## config.mk

```make
export PLATFORM = sky130hd
export DESIGN_NAME = m14k_udi_master_flat
export DESIGN_NICKNAME = d
export VERILOG_FILES = /design/src/rtl/m14k_udi_pkg.sv /design/src/rtl/m14k_udi_master_if.sv /design/src/rtl/m14k_udi_stall_wdog.sv /design/src/rtl/m14k_udi_master.sv /design/src/flat_wrapper.sv
export SDC_FILE = /design/constraint.sdc
export NUM_CORES = 1
export LEC_CHECK = 0
export CORE_UTILIZATION = 39
export CTS_CLUSTER_DIAMETER = 50
export DETAILED_ROUTE_END_ITERATION = 10
export GPL_TIMING_DRIVEN = 0
export PLACE_DENSITY = 0.85
export SLEW_MARGIN = 0
export SYNTH_ARGS = -nofsm -noshare
export SYNTH_HDL_FRONTEND = slang
export SYNTH_HIERARCHICAL = 1
export SYNTH_SLANG_ARGS = --single-unit
```

## constraint.sdc

```tcl
create_clock -name UDI_gclk -period 2 [get_ports UDI_gclk]
set_input_delay 0.2 -clock UDI_gclk [delete_from_list [all_inputs] [get_ports UDI_gclk]]
set_output_delay 0.2 -clock UDI_gclk [all_outputs]
set_load 0.02 [all_outputs]
```

## src/rtl/m14k_udi_pkg.sv

```systemverilog
// Shared definitions for the m14k UDI master: the SPECIAL2 opcode, UDI funct codes, the
// controller state encoding, the response status encoding and an instruction-word builder.
package m14k_udi_pkg;

  localparam logic [5:0] OpSpecial2  = 6'b011100;

  localparam logic [5:0] FunctSwpmfh = 6'b010010;
  localparam logic [5:0] FunctSwpmfl = 6'b010011;
  localparam logic [5:0] FunctSwpmt  = 6'b010100;
  localparam logic [5:0] FunctSwp    = 6'b010101;
  localparam logic [5:0] FunctSwpacc = 6'b010110;
  localparam logic [5:0] FunctSwpgpr = 6'b010111;

  typedef enum logic [1:0] {
    StIdle,
    StE,
    StM,
    StResp
  } udi_state_e;

  typedef enum logic [1:0] {
    RspOk,
    RspRi,
    RspKilled,
    RspTimeout
  } rsp_status_e;

  function automatic logic [31:0] build_ir(input logic [5:0] funct, input logic [4:0] rd);
    return {OpSpecial2, 10'b0, rd, 5'b0, funct};
  endfunction

endpackage

```

## src/rtl/m14k_udi_master_if.sv

```systemverilog
// Bundles the command channel, the response channel and the core-side UDI port signals.
// master: the m14k_udi_master controller. slave: the command source plus the UDI module.
interface m14k_udi_master_if;

  logic        cmd_valid;
  logic        cmd_ready;
  logic [5:0]  cmd_funct;
  logic [4:0]  cmd_rd;
  logic [31:0] cmd_rs;
  logic [31:0] cmd_rt;
  logic        cmd_kill;
  logic        cmd_kd;

  logic        rsp_valid;
  logic        rsp_ready;
  logic [31:0] rsp_data;
  logic [4:0]  rsp_wrreg;
  logic        rsp_ri;
  logic        rsp_killed;
  logic        rsp_timeout;

  logic [31:0] UDI_ir_e;
  logic        UDI_irvalid_e;
  logic        UDI_start_e;
  logic [31:0] UDI_rs_e;
  logic [31:0] UDI_rt_e;
  logic        UDI_endianb_e;
  logic        UDI_kd_mode_e;
  logic        UDI_run_m;
  logic        UDI_kill_m;
  logic [31:0] UDI_rd_m;
  logic [4:0]  UDI_wrreg_e;
  logic        UDI_ri_e;
  logic        UDI_stall_m;
  logic        UDI_present;

  modport master (
    input  cmd_valid, cmd_funct, cmd_rd, cmd_rs, cmd_rt, cmd_kill, cmd_kd, rsp_ready,
    input  UDI_rd_m, UDI_wrreg_e, UDI_ri_e, UDI_stall_m, UDI_present,
    output cmd_ready, rsp_valid, rsp_data, rsp_wrreg, rsp_ri, rsp_killed, rsp_timeout,
    output UDI_ir_e, UDI_irvalid_e, UDI_start_e, UDI_rs_e, UDI_rt_e, UDI_endianb_e,
    output UDI_kd_mode_e, UDI_run_m, UDI_kill_m
  );

  modport slave (
    output cmd_valid, cmd_funct, cmd_rd, cmd_rs, cmd_rt, cmd_kill, cmd_kd, rsp_ready,
    output UDI_rd_m, UDI_wrreg_e, UDI_ri_e, UDI_stall_m, UDI_present,
    input  cmd_ready, rsp_valid, rsp_data, rsp_wrreg, rsp_ri, rsp_killed, rsp_timeout,
    input  UDI_ir_e, UDI_irvalid_e, UDI_start_e, UDI_rs_e, UDI_rt_e, UDI_endianb_e,
    input  UDI_kd_mode_e, UDI_run_m, UDI_kill_m
  );

endinterface

```

## src/rtl/m14k_udi_stall_wdog.sv

```systemverilog
// Saturating 8-bit M-stage stall counter.
//   clk_i, rst_i : clock and synchronous active-high reset
//   clr_i        : restart the count from zero (has priority over en_i)
//   en_i         : count one stalled cycle
//   expired_o    : count has reached MaxCnt
module m14k_udi_stall_wdog #(
  parameter int unsigned MaxCnt = 15
) (
  input  logic clk_i,
  input  logic rst_i,
  input  logic clr_i,
  input  logic en_i,
  output logic expired_o
);

  localparam logic [7:0] Limit = 8'(MaxCnt);

  logic [7:0] cnt_q, cnt_d;

  always_comb begin
    cnt_d = cnt_q;
    if (clr_i) begin
      cnt_d = 8'd0;
    end else if (en_i && (cnt_q != 8'hFF)) begin
      cnt_d = cnt_q + 8'd1;
    end
  end

  always_ff @(posedge clk_i) begin
    if (rst_i) begin
      cnt_q <= 8'd0;
    end else begin
      cnt_q <= cnt_d;
    end
  end

  assign expired_o = (cnt_q == Limit);

endmodule

```

## src/rtl/m14k_udi_master.sv

```systemverilog
// Command-driven initiator for the m14k UDI port. Accepts one command, drives the E-stage
// and M-stage UDI signals as the core pipeline would, and returns the result.
//   UDI_gclk   : clock
//   UDI_greset : synchronous active-high reset; discards any command in flight
//   bus        : command channel, response channel and UDI port (master modport)
module m14k_udi_master
  import m14k_udi_pkg::*;
#(
  parameter bit          ENDIAN_BIG = 1'b0,
  parameter int unsigned STALL_MAX  = 15
) (
  input logic                UDI_gclk,
  input logic                UDI_greset,
  m14k_udi_master_if.master  bus
);

  udi_state_e  state_q, state_d;
  rsp_status_e status_q, status_d;
  logic [5:0]  funct_q, funct_d;
  logic [4:0]  rd_q, rd_d;
  logic [31:0] rs_q, rs_d, rt_q, rt_d;
  logic        kill_q, kill_d, kd_q, kd_d;
  logic [4:0]  wrreg_q, wrreg_d;
  logic [31:0] rsp_data_q, rsp_data_d;
  logic [4:0]  rsp_wrreg_q, rsp_wrreg_d;
  logic        wd_clr, wd_en, wd_expired;

  m14k_udi_stall_wdog #(
    .MaxCnt(STALL_MAX)
  ) u_wdog (
    .clk_i    (UDI_gclk),
    .rst_i    (UDI_greset),
    .clr_i    (wd_clr),
    .en_i     (wd_en),
    .expired_o(wd_expired)
  );

  always_comb begin
    state_d     = state_q;
    status_d    = status_q;
    funct_d     = funct_q;
    rd_d        = rd_q;
    rs_d        = rs_q;
    rt_d        = rt_q;
    kill_d      = kill_q;
    kd_d        = kd_q;
    wrreg_d     = wrreg_q;
    rsp_data_d  = rsp_data_q;
    rsp_wrreg_d = rsp_wrreg_q;
    wd_clr      = 1'b0;
    wd_en       = 1'b0;

    bus.cmd_ready     = 1'b0;
    bus.UDI_ir_e      = 32'd0;
    bus.UDI_irvalid_e = 1'b0;
    bus.UDI_start_e   = 1'b0;
    bus.UDI_run_m     = 1'b0;
    bus.UDI_kill_m    = 1'b0;

    unique case (state_q)
      StIdle: begin
        bus.cmd_ready = 1'b1;
        if (bus.cmd_valid) begin
          funct_d     = bus.cmd_funct;
          rd_d        = bus.cmd_rd;
          rs_d        = bus.cmd_rs;
          rt_d        = bus.cmd_rt;
          kill_d      = bus.cmd_kill;
          kd_d        = bus.cmd_kd;
          wrreg_d     = 5'd0;
          rsp_data_d  = 32'd0;
          rsp_wrreg_d = 5'd0;
          status_d    = bus.UDI_present ? RspOk : RspRi;
          state_d     = bus.UDI_present ? StE : StResp;
        end
      end
      StE: begin
        bus.UDI_ir_e      = build_ir(funct_q, rd_q);
        bus.UDI_irvalid_e = 1'b1;
        bus.UDI_start_e   = 1'b1;
        wd_clr            = 1'b1;
        if (bus.UDI_ri_e) begin
          status_d = RspRi;
          state_d  = StResp;
        end else begin
          wrreg_d = bus.UDI_wrreg_e;
          state_d = StM;
        end
      end
      StM: begin
        if (wd_expired) begin
          // Stalled too long: retire the instruction as killed so the UDI module unwinds.
          bus.UDI_run_m  = 1'b1;
          bus.UDI_kill_m = 1'b1;
          status_d       = RspTimeout;
          state_d        = StResp;
        end else if (bus.UDI_stall_m) begin
          wd_en = 1'b1;
        end else begin
          bus.UDI_run_m  = 1'b1;
          bus.UDI_kill_m = kill_q;
          rsp_data_d     = ((wrreg_q != 5'd0) && !kill_q) ? bus.UDI_rd_m : 32'd0;
          rsp_wrreg_d    = kill_q ? 5'd0 : wrreg_q;
          status_d       = kill_q ? RspKilled : RspOk;
          state_d        = StResp;
        end
      end
      StResp: begin
        if (bus.rsp_ready) begin
          state_d = StIdle;
        end
      end
      default: state_d = StIdle;
    endcase
  end

  always_ff @(posedge UDI_gclk) begin
    if (UDI_greset) begin
      state_q     <= StIdle;
      status_q    <= RspOk;
      funct_q     <= 6'd0;
      rd_q        <= 5'd0;
      rs_q        <= 32'd0;
      rt_q        <= 32'd0;
      kill_q      <= 1'b0;
      kd_q        <= 1'b0;
      wrreg_q     <= 5'd0;
      rsp_data_q  <= 32'd0;
      rsp_wrreg_q <= 5'd0;
    end else begin
      state_q     <= state_d;
      status_q    <= status_d;
      funct_q     <= funct_d;
      rd_q        <= rd_d;
      rs_q        <= rs_d;
      rt_q        <= rt_d;
      kill_q      <= kill_d;
      kd_q        <= kd_d;
      wrreg_q     <= wrreg_d;
      rsp_data_q  <= rsp_data_d;
      rsp_wrreg_q <= rsp_wrreg_d;
    end
  end

  // Operands stay on the UDI port from E until the response is taken; zero when idle.
  always_comb begin
    bus.UDI_endianb_e = ENDIAN_BIG;
    bus.UDI_rs_e      = (state_q != StIdle) ? rs_q : 32'd0;
    bus.UDI_rt_e      = (state_q != StIdle) ? rt_q : 32'd0;
    bus.UDI_kd_mode_e = (state_q != StIdle) ? kd_q : 1'b0;
    bus.rsp_valid     = (state_q == StResp);
    bus.rsp_data      = bus.rsp_valid ? rsp_data_q : 32'd0;
    bus.rsp_wrreg     = bus.rsp_valid ? rsp_wrreg_q : 5'd0;
    bus.rsp_ri        = bus.rsp_valid && (status_q == RspRi);
    bus.rsp_killed    = bus.rsp_valid && (status_q == RspKilled);
    bus.rsp_timeout   = bus.rsp_valid && (status_q == RspTimeout);
  end

endmodule

```

## src/flat_wrapper.sv

```systemverilog
// flat-port wrapper written by rule: the top's interface ports become plain ports
module m14k_udi_master_flat import m14k_udi_pkg::*;
#(
  parameter bit          ENDIAN_BIG = 1'b0,
  parameter int unsigned STALL_MAX  = 15
)
  (UDI_gclk, UDI_greset, bus_cmd_valid, bus_cmd_funct, bus_cmd_rd, bus_cmd_rs, bus_cmd_rt, bus_cmd_kill, bus_cmd_kd, bus_rsp_ready, bus_UDI_rd_m, bus_UDI_wrreg_e, bus_UDI_ri_e, bus_UDI_stall_m, bus_UDI_present, bus_cmd_ready, bus_rsp_valid, bus_rsp_data, bus_rsp_wrreg, bus_rsp_ri, bus_rsp_killed, bus_rsp_timeout, bus_UDI_ir_e, bus_UDI_irvalid_e, bus_UDI_start_e, bus_UDI_rs_e, bus_UDI_rt_e, bus_UDI_endianb_e, bus_UDI_kd_mode_e, bus_UDI_run_m, bus_UDI_kill_m);
  m14k_udi_master_if bus_i ();
  input logic UDI_gclk;
  input logic UDI_greset;
  input wire logic [$bits(bus_i.cmd_valid)-1:0] bus_cmd_valid;
  input wire logic [$bits(bus_i.cmd_funct)-1:0] bus_cmd_funct;
  input wire logic [$bits(bus_i.cmd_rd)-1:0] bus_cmd_rd;
  input wire logic [$bits(bus_i.cmd_rs)-1:0] bus_cmd_rs;
  input wire logic [$bits(bus_i.cmd_rt)-1:0] bus_cmd_rt;
  input wire logic [$bits(bus_i.cmd_kill)-1:0] bus_cmd_kill;
  input wire logic [$bits(bus_i.cmd_kd)-1:0] bus_cmd_kd;
  input wire logic [$bits(bus_i.rsp_ready)-1:0] bus_rsp_ready;
  input wire logic [$bits(bus_i.UDI_rd_m)-1:0] bus_UDI_rd_m;
  input wire logic [$bits(bus_i.UDI_wrreg_e)-1:0] bus_UDI_wrreg_e;
  input wire logic [$bits(bus_i.UDI_ri_e)-1:0] bus_UDI_ri_e;
  input wire logic [$bits(bus_i.UDI_stall_m)-1:0] bus_UDI_stall_m;
  input wire logic [$bits(bus_i.UDI_present)-1:0] bus_UDI_present;
  output wire logic [$bits(bus_i.cmd_ready)-1:0] bus_cmd_ready;
  output wire logic [$bits(bus_i.rsp_valid)-1:0] bus_rsp_valid;
  output wire logic [$bits(bus_i.rsp_data)-1:0] bus_rsp_data;
  output wire logic [$bits(bus_i.rsp_wrreg)-1:0] bus_rsp_wrreg;
  output wire logic [$bits(bus_i.rsp_ri)-1:0] bus_rsp_ri;
  output wire logic [$bits(bus_i.rsp_killed)-1:0] bus_rsp_killed;
  output wire logic [$bits(bus_i.rsp_timeout)-1:0] bus_rsp_timeout;
  output wire logic [$bits(bus_i.UDI_ir_e)-1:0] bus_UDI_ir_e;
  output wire logic [$bits(bus_i.UDI_irvalid_e)-1:0] bus_UDI_irvalid_e;
  output wire logic [$bits(bus_i.UDI_start_e)-1:0] bus_UDI_start_e;
  output wire logic [$bits(bus_i.UDI_rs_e)-1:0] bus_UDI_rs_e;
  output wire logic [$bits(bus_i.UDI_rt_e)-1:0] bus_UDI_rt_e;
  output wire logic [$bits(bus_i.UDI_endianb_e)-1:0] bus_UDI_endianb_e;
  output wire logic [$bits(bus_i.UDI_kd_mode_e)-1:0] bus_UDI_kd_mode_e;
  output wire logic [$bits(bus_i.UDI_run_m)-1:0] bus_UDI_run_m;
  output wire logic [$bits(bus_i.UDI_kill_m)-1:0] bus_UDI_kill_m;
  assign bus_i.cmd_valid = bus_cmd_valid;
  assign bus_i.cmd_funct = bus_cmd_funct;
  assign bus_i.cmd_rd = bus_cmd_rd;
  assign bus_i.cmd_rs = bus_cmd_rs;
  assign bus_i.cmd_rt = bus_cmd_rt;
  assign bus_i.cmd_kill = bus_cmd_kill;
  assign bus_i.cmd_kd = bus_cmd_kd;
  assign bus_i.rsp_ready = bus_rsp_ready;
  assign bus_i.UDI_rd_m = bus_UDI_rd_m;
  assign bus_i.UDI_wrreg_e = bus_UDI_wrreg_e;
  assign bus_i.UDI_ri_e = bus_UDI_ri_e;
  assign bus_i.UDI_stall_m = bus_UDI_stall_m;
  assign bus_i.UDI_present = bus_UDI_present;
  assign bus_cmd_ready = bus_i.cmd_ready;
  assign bus_rsp_valid = bus_i.rsp_valid;
  assign bus_rsp_data = bus_i.rsp_data;
  assign bus_rsp_wrreg = bus_i.rsp_wrreg;
  assign bus_rsp_ri = bus_i.rsp_ri;
  assign bus_rsp_killed = bus_i.rsp_killed;
  assign bus_rsp_timeout = bus_i.rsp_timeout;
  assign bus_UDI_ir_e = bus_i.UDI_ir_e;
  assign bus_UDI_irvalid_e = bus_i.UDI_irvalid_e;
  assign bus_UDI_start_e = bus_i.UDI_start_e;
  assign bus_UDI_rs_e = bus_i.UDI_rs_e;
  assign bus_UDI_rt_e = bus_i.UDI_rt_e;
  assign bus_UDI_endianb_e = bus_i.UDI_endianb_e;
  assign bus_UDI_kd_mode_e = bus_i.UDI_kd_mode_e;
  assign bus_UDI_run_m = bus_i.UDI_run_m;
  assign bus_UDI_kill_m = bus_i.UDI_kill_m;
  m14k_udi_master #(.ENDIAN_BIG(ENDIAN_BIG), .STALL_MAX(STALL_MAX)) u_core (.UDI_gclk(UDI_gclk), .UDI_greset(UDI_greset), .bus(bus_i));
endmodule
```

==> out/results.tsv <==
stage	metric	value	unit
sta	worst_pin_slew	0.6992	ns
layout	multi_input_area	3353	um^2
clocking	cts_buffers	17	
synth	syn_area	6222	um^2
sta	slew_headroom	53.38	%
detailed_routing	drt_iter0_drc	357	
synth	synth-async-reset-ratio	0	%
pwr	leakage	0.004077	uW
clocking	path_clk_slew	0.06	ns
worst_setup_path	reg2reg_slack	-0.16	ns
pwr	switching_share	37.81	%
sta	min_period	2.158	ns
sta	max_freq	0.4634	GHz
worst_hold_path	hold-path-endpoint	u_core/rd_q[4]$_SDFFE_PP0P_	
pwr	p_int	7007	uW
worst_setup_path	path_max_fanout	6	
clocking	cts_tree	built	
worst_setup_path	r2r-start	u_core/u_wdog/cnt_q[4]$_SDFFE_PP0P_	
layout	regArea	2645	um^2
clocking	clock_sinks	131	
detailed_routing	routed_wl	20120	um
layout	antenna_cells	0	
detailed_routing	vias	6587	
die	die_y	128.3	um
layout	final_cells	1305	
sta	setup_ws	-0.1580	ns
die	coreArea	15370	um^2
worst_hold_path	hold_path_startpoint	bus_cmd_rd[4]	
layout	fin_nets	1208	
pwr	power	11270	uW
grt	grt.total_usage	23.58	%
worst_setup_path	critPathKind	flip-flop to flip-flop	
grt	grt_first_pass_wirelength	30420	um
run	drv_cap	0	
synth	ys_types	50	
clocking	clk_latency	0.42	ns
pwr	seq_power_share	28.0	%
placement	dp_hpwl	14280	um
synth	synthFlopType	dfxtp_1	
layout	drive_gt1_share	23.13	%
sta	period_share	107.9	%
detailed_routing	drc	0	
worst_setup_path	crit_path_end_kind	flip-flop	
clocking	cts_buffer_depth	2	
synth	ys_ff_latch	131	
worst_setup_path	startpoint_type	flip-flop	
detailed_routing	ant_nets	0	
status	failed_checks	setup timing	
sta	slew_viol_final	0	
layout	nFillCells	1249	
worst_setup_path	reg2regPathDepth	7	
sta	fin_skew	0.008871	ns
die	dieArea	16460	um^2
sta	timing_hold_violations_final	0	
pwr	clockPowerShare	26.5	%
clocking	root_buffer	clkbuf_16	
sta	setup_viol	8	
die	row_count	45	
worst_hold_path	hold_depth	3	
detailed_routing	post_drt_wl_per_cell	15.42	um
placement	gp_congestion	0.8489	
die	die_x	128.3	um
placement	dp.cells	1256	
detailed_routing	vias_per_cell	5.048	
pwr	power_density	1138	nW/um^2
layout	utilization	64.40	%
sta	hold_ws	0.3295	ns
synth	syn_avg_cell_area	7.957	um^2
synth	synthCells	782	
die	start_util	40.48	%
worst_setup_path	reg2reg_to	u_core/status_q[1]$_SDFFE_PP0P_	
pwr	pwr-share-comb	45.5	%
grt	grt_max_degree	17	
synth	synth_edf_count	0	
worst_hold_path	worst_hold_path_type	input port to flip-flop	
layout	area_growth	59.08	%
grt	antenna_found_initial	0	
worst_setup_path	arrival	2.45	ns
layout	final_common_cell	nand2_1	
synth	seq_area_frac_synth	42.15	%
sta	rsz0062_at_grt	yes	
pwr	p_sw	4260	uW
grt	grt_overflow	0	
synth	yosysWarningCount	6	
detailed_routing	drt-pass1-iter-count	5	
clocking	ctsHoldBuffers	0	
worst_setup_path	cp.required	2.29	ns
placement	port_buffers	245	
clocking	h-tree-depth	4	
layout	final_cell_mix	nand2_1, dfxtp_1, clkdlybuf4s50_1	
status	status	complete, but fails checks	
die	ios	265	
pwr	irDropWorstVdd	0.6975	mV
grt	grt_pass1_vias	6168	
## synth_stat cells, drive strengths merged (4+ instances only)
cell type | n | area [um^2]
clkbuf | 37 | 148.9
a211oi | 4 | 35.03
buf | 50 | 339.1
ha | 6 | 75.07
a21oi | 91 | 455.4
nand4 | 45 | 281.5
and2 | 50 | 312.8
o32ai | 32 | 280.3
o21ai | 13 | 80.08
nand2 | 165 | 619.3
mux2i | 8 | 83.83
dfxtp | 131 | 2623
inv | 38 | 145.1
nor2b | 70 | 437.9
nor2 | 4 | 15.01
## state kept, by name, indices dropped and copies added, names as in the netlist
register and cells:
u_core/state_q 2, u_core/rt_q 32, u_core/kill_q 1, u_core/status_q 2, u_core/rs_q 32, u_core/wrreg_q 5, u_core/rsp_data_q 32, u_core/kd_q 1
u_core/funct_q 6, u_core/u_wdog/cnt_q 8, u_core/rsp_wrreg_q 5, u_core/rd_q 5
## layout make-up
class	count	area share, %
clock inverters	9	1.074
multi-input cells	543	33.88
flip-flops and latches	131	26.72
plain buffers	85	6.194
inverters	39	1.530
repair buffers	264	23.31
well taps	211	2.667
clock buffers	23	4.626
## stage by stage
step           setup WS [ns]  TNS (ns)  cell area [um^2]
2_1_floorplan       -0.05624   -0.1072              6291
3_3_place_gp         -0.5614    -52.06              9007
3_5_place_dp         -0.6239    -61.05              9007
4_1_cts              -0.2390    -1.184              9658
5_1_grt              -0.2212    -2.499              9898
6_report             -0.1580   -0.5759              9898
## how the worst max path moves through the flow
stage,startpoint,end,slack (ns),cells past startpoint
2_1_floorplan,u_core/u_wdog/cnt_q[7]$_SDFFE_PP0P_,u_core/status_q[1]$_SDFFE_PP0P_,-0.06,7
5_1_grt,u_core/u_wdog/cnt_q[4]$_SDFFE_PP0P_,bus_UDI_kill_m,-0.22,6
4_1_cts,u_core/u_wdog/cnt_q[4]$_SDFFE_PP0P_,bus_UDI_kill_m,-0.24,7
3_3_place_gp,u_core/state_q[0]$_SDFFE_PP0P_,bus_UDI_ir_e[11],-0.56,5
3_5_place_dp,u_core/state_q[0]$_SDFFE_PP0P_,bus_UDI_ir_e[15],-0.62,5
6_report,u_core/u_wdog/cnt_q[4]$_SDFFE_PP0P_,u_core/status_q[1]$_SDFFE_PP0P_,-0.16,7
## critical path, stage by stage, from the launching register on
cell,delay [ns]
dfxtp_4,0.34
or4_4,0.54
nor2_4,0.15
buf_6,0.13
nand3b_4,0.16
inv_6,0.05
or4_4,0.55
mux2i_1,0.14
## metal layers
metal  vias to the layer above  global-route usage [%]  share of wire, %
met5                         -                       0                 0
met4                         0                   8.097               1.6
met3                        30                   8.765               9.0
met2                       300                   42.03                49
met1                      3065                   25.62                40
li1                       3192                       -                 -
## what timing repair did
item,in CTS,in global routing
pin swaps,7,8
cloned,0,3
buffers inserted,8,8
gates resized for setup,449,84
endpoints found under the setup margin,178,134
## logic make-up after synthesis
family / after synthesis / synth area share, %
AOI/OAI and AO/OA: 153 / 15.30
DFF: 131 / 42.15
adders and majority gates: 6 / 1.206
and+or+nand+nor: 356 / 29.52
other: 1 / 0.06027
buffers and inverters: 126 / 10.24
muxes: 9 / 1.528
## power by group through the flow
stage / clock network, uW / logic, uW / registers, uW
6_report: 2990 / 5130 / 3150
5_1_grt: 3150 / 5480 / 3200
4_1_cts: 3030 / 4620 / 3140
3_5_place_dp: 0 / 4140 / 3190
3_3_place_gp: 0 / 4100 / 3160
2_1_floorplan: 0 / 2650 / 3130
Power figures use the tool's default switching activity.
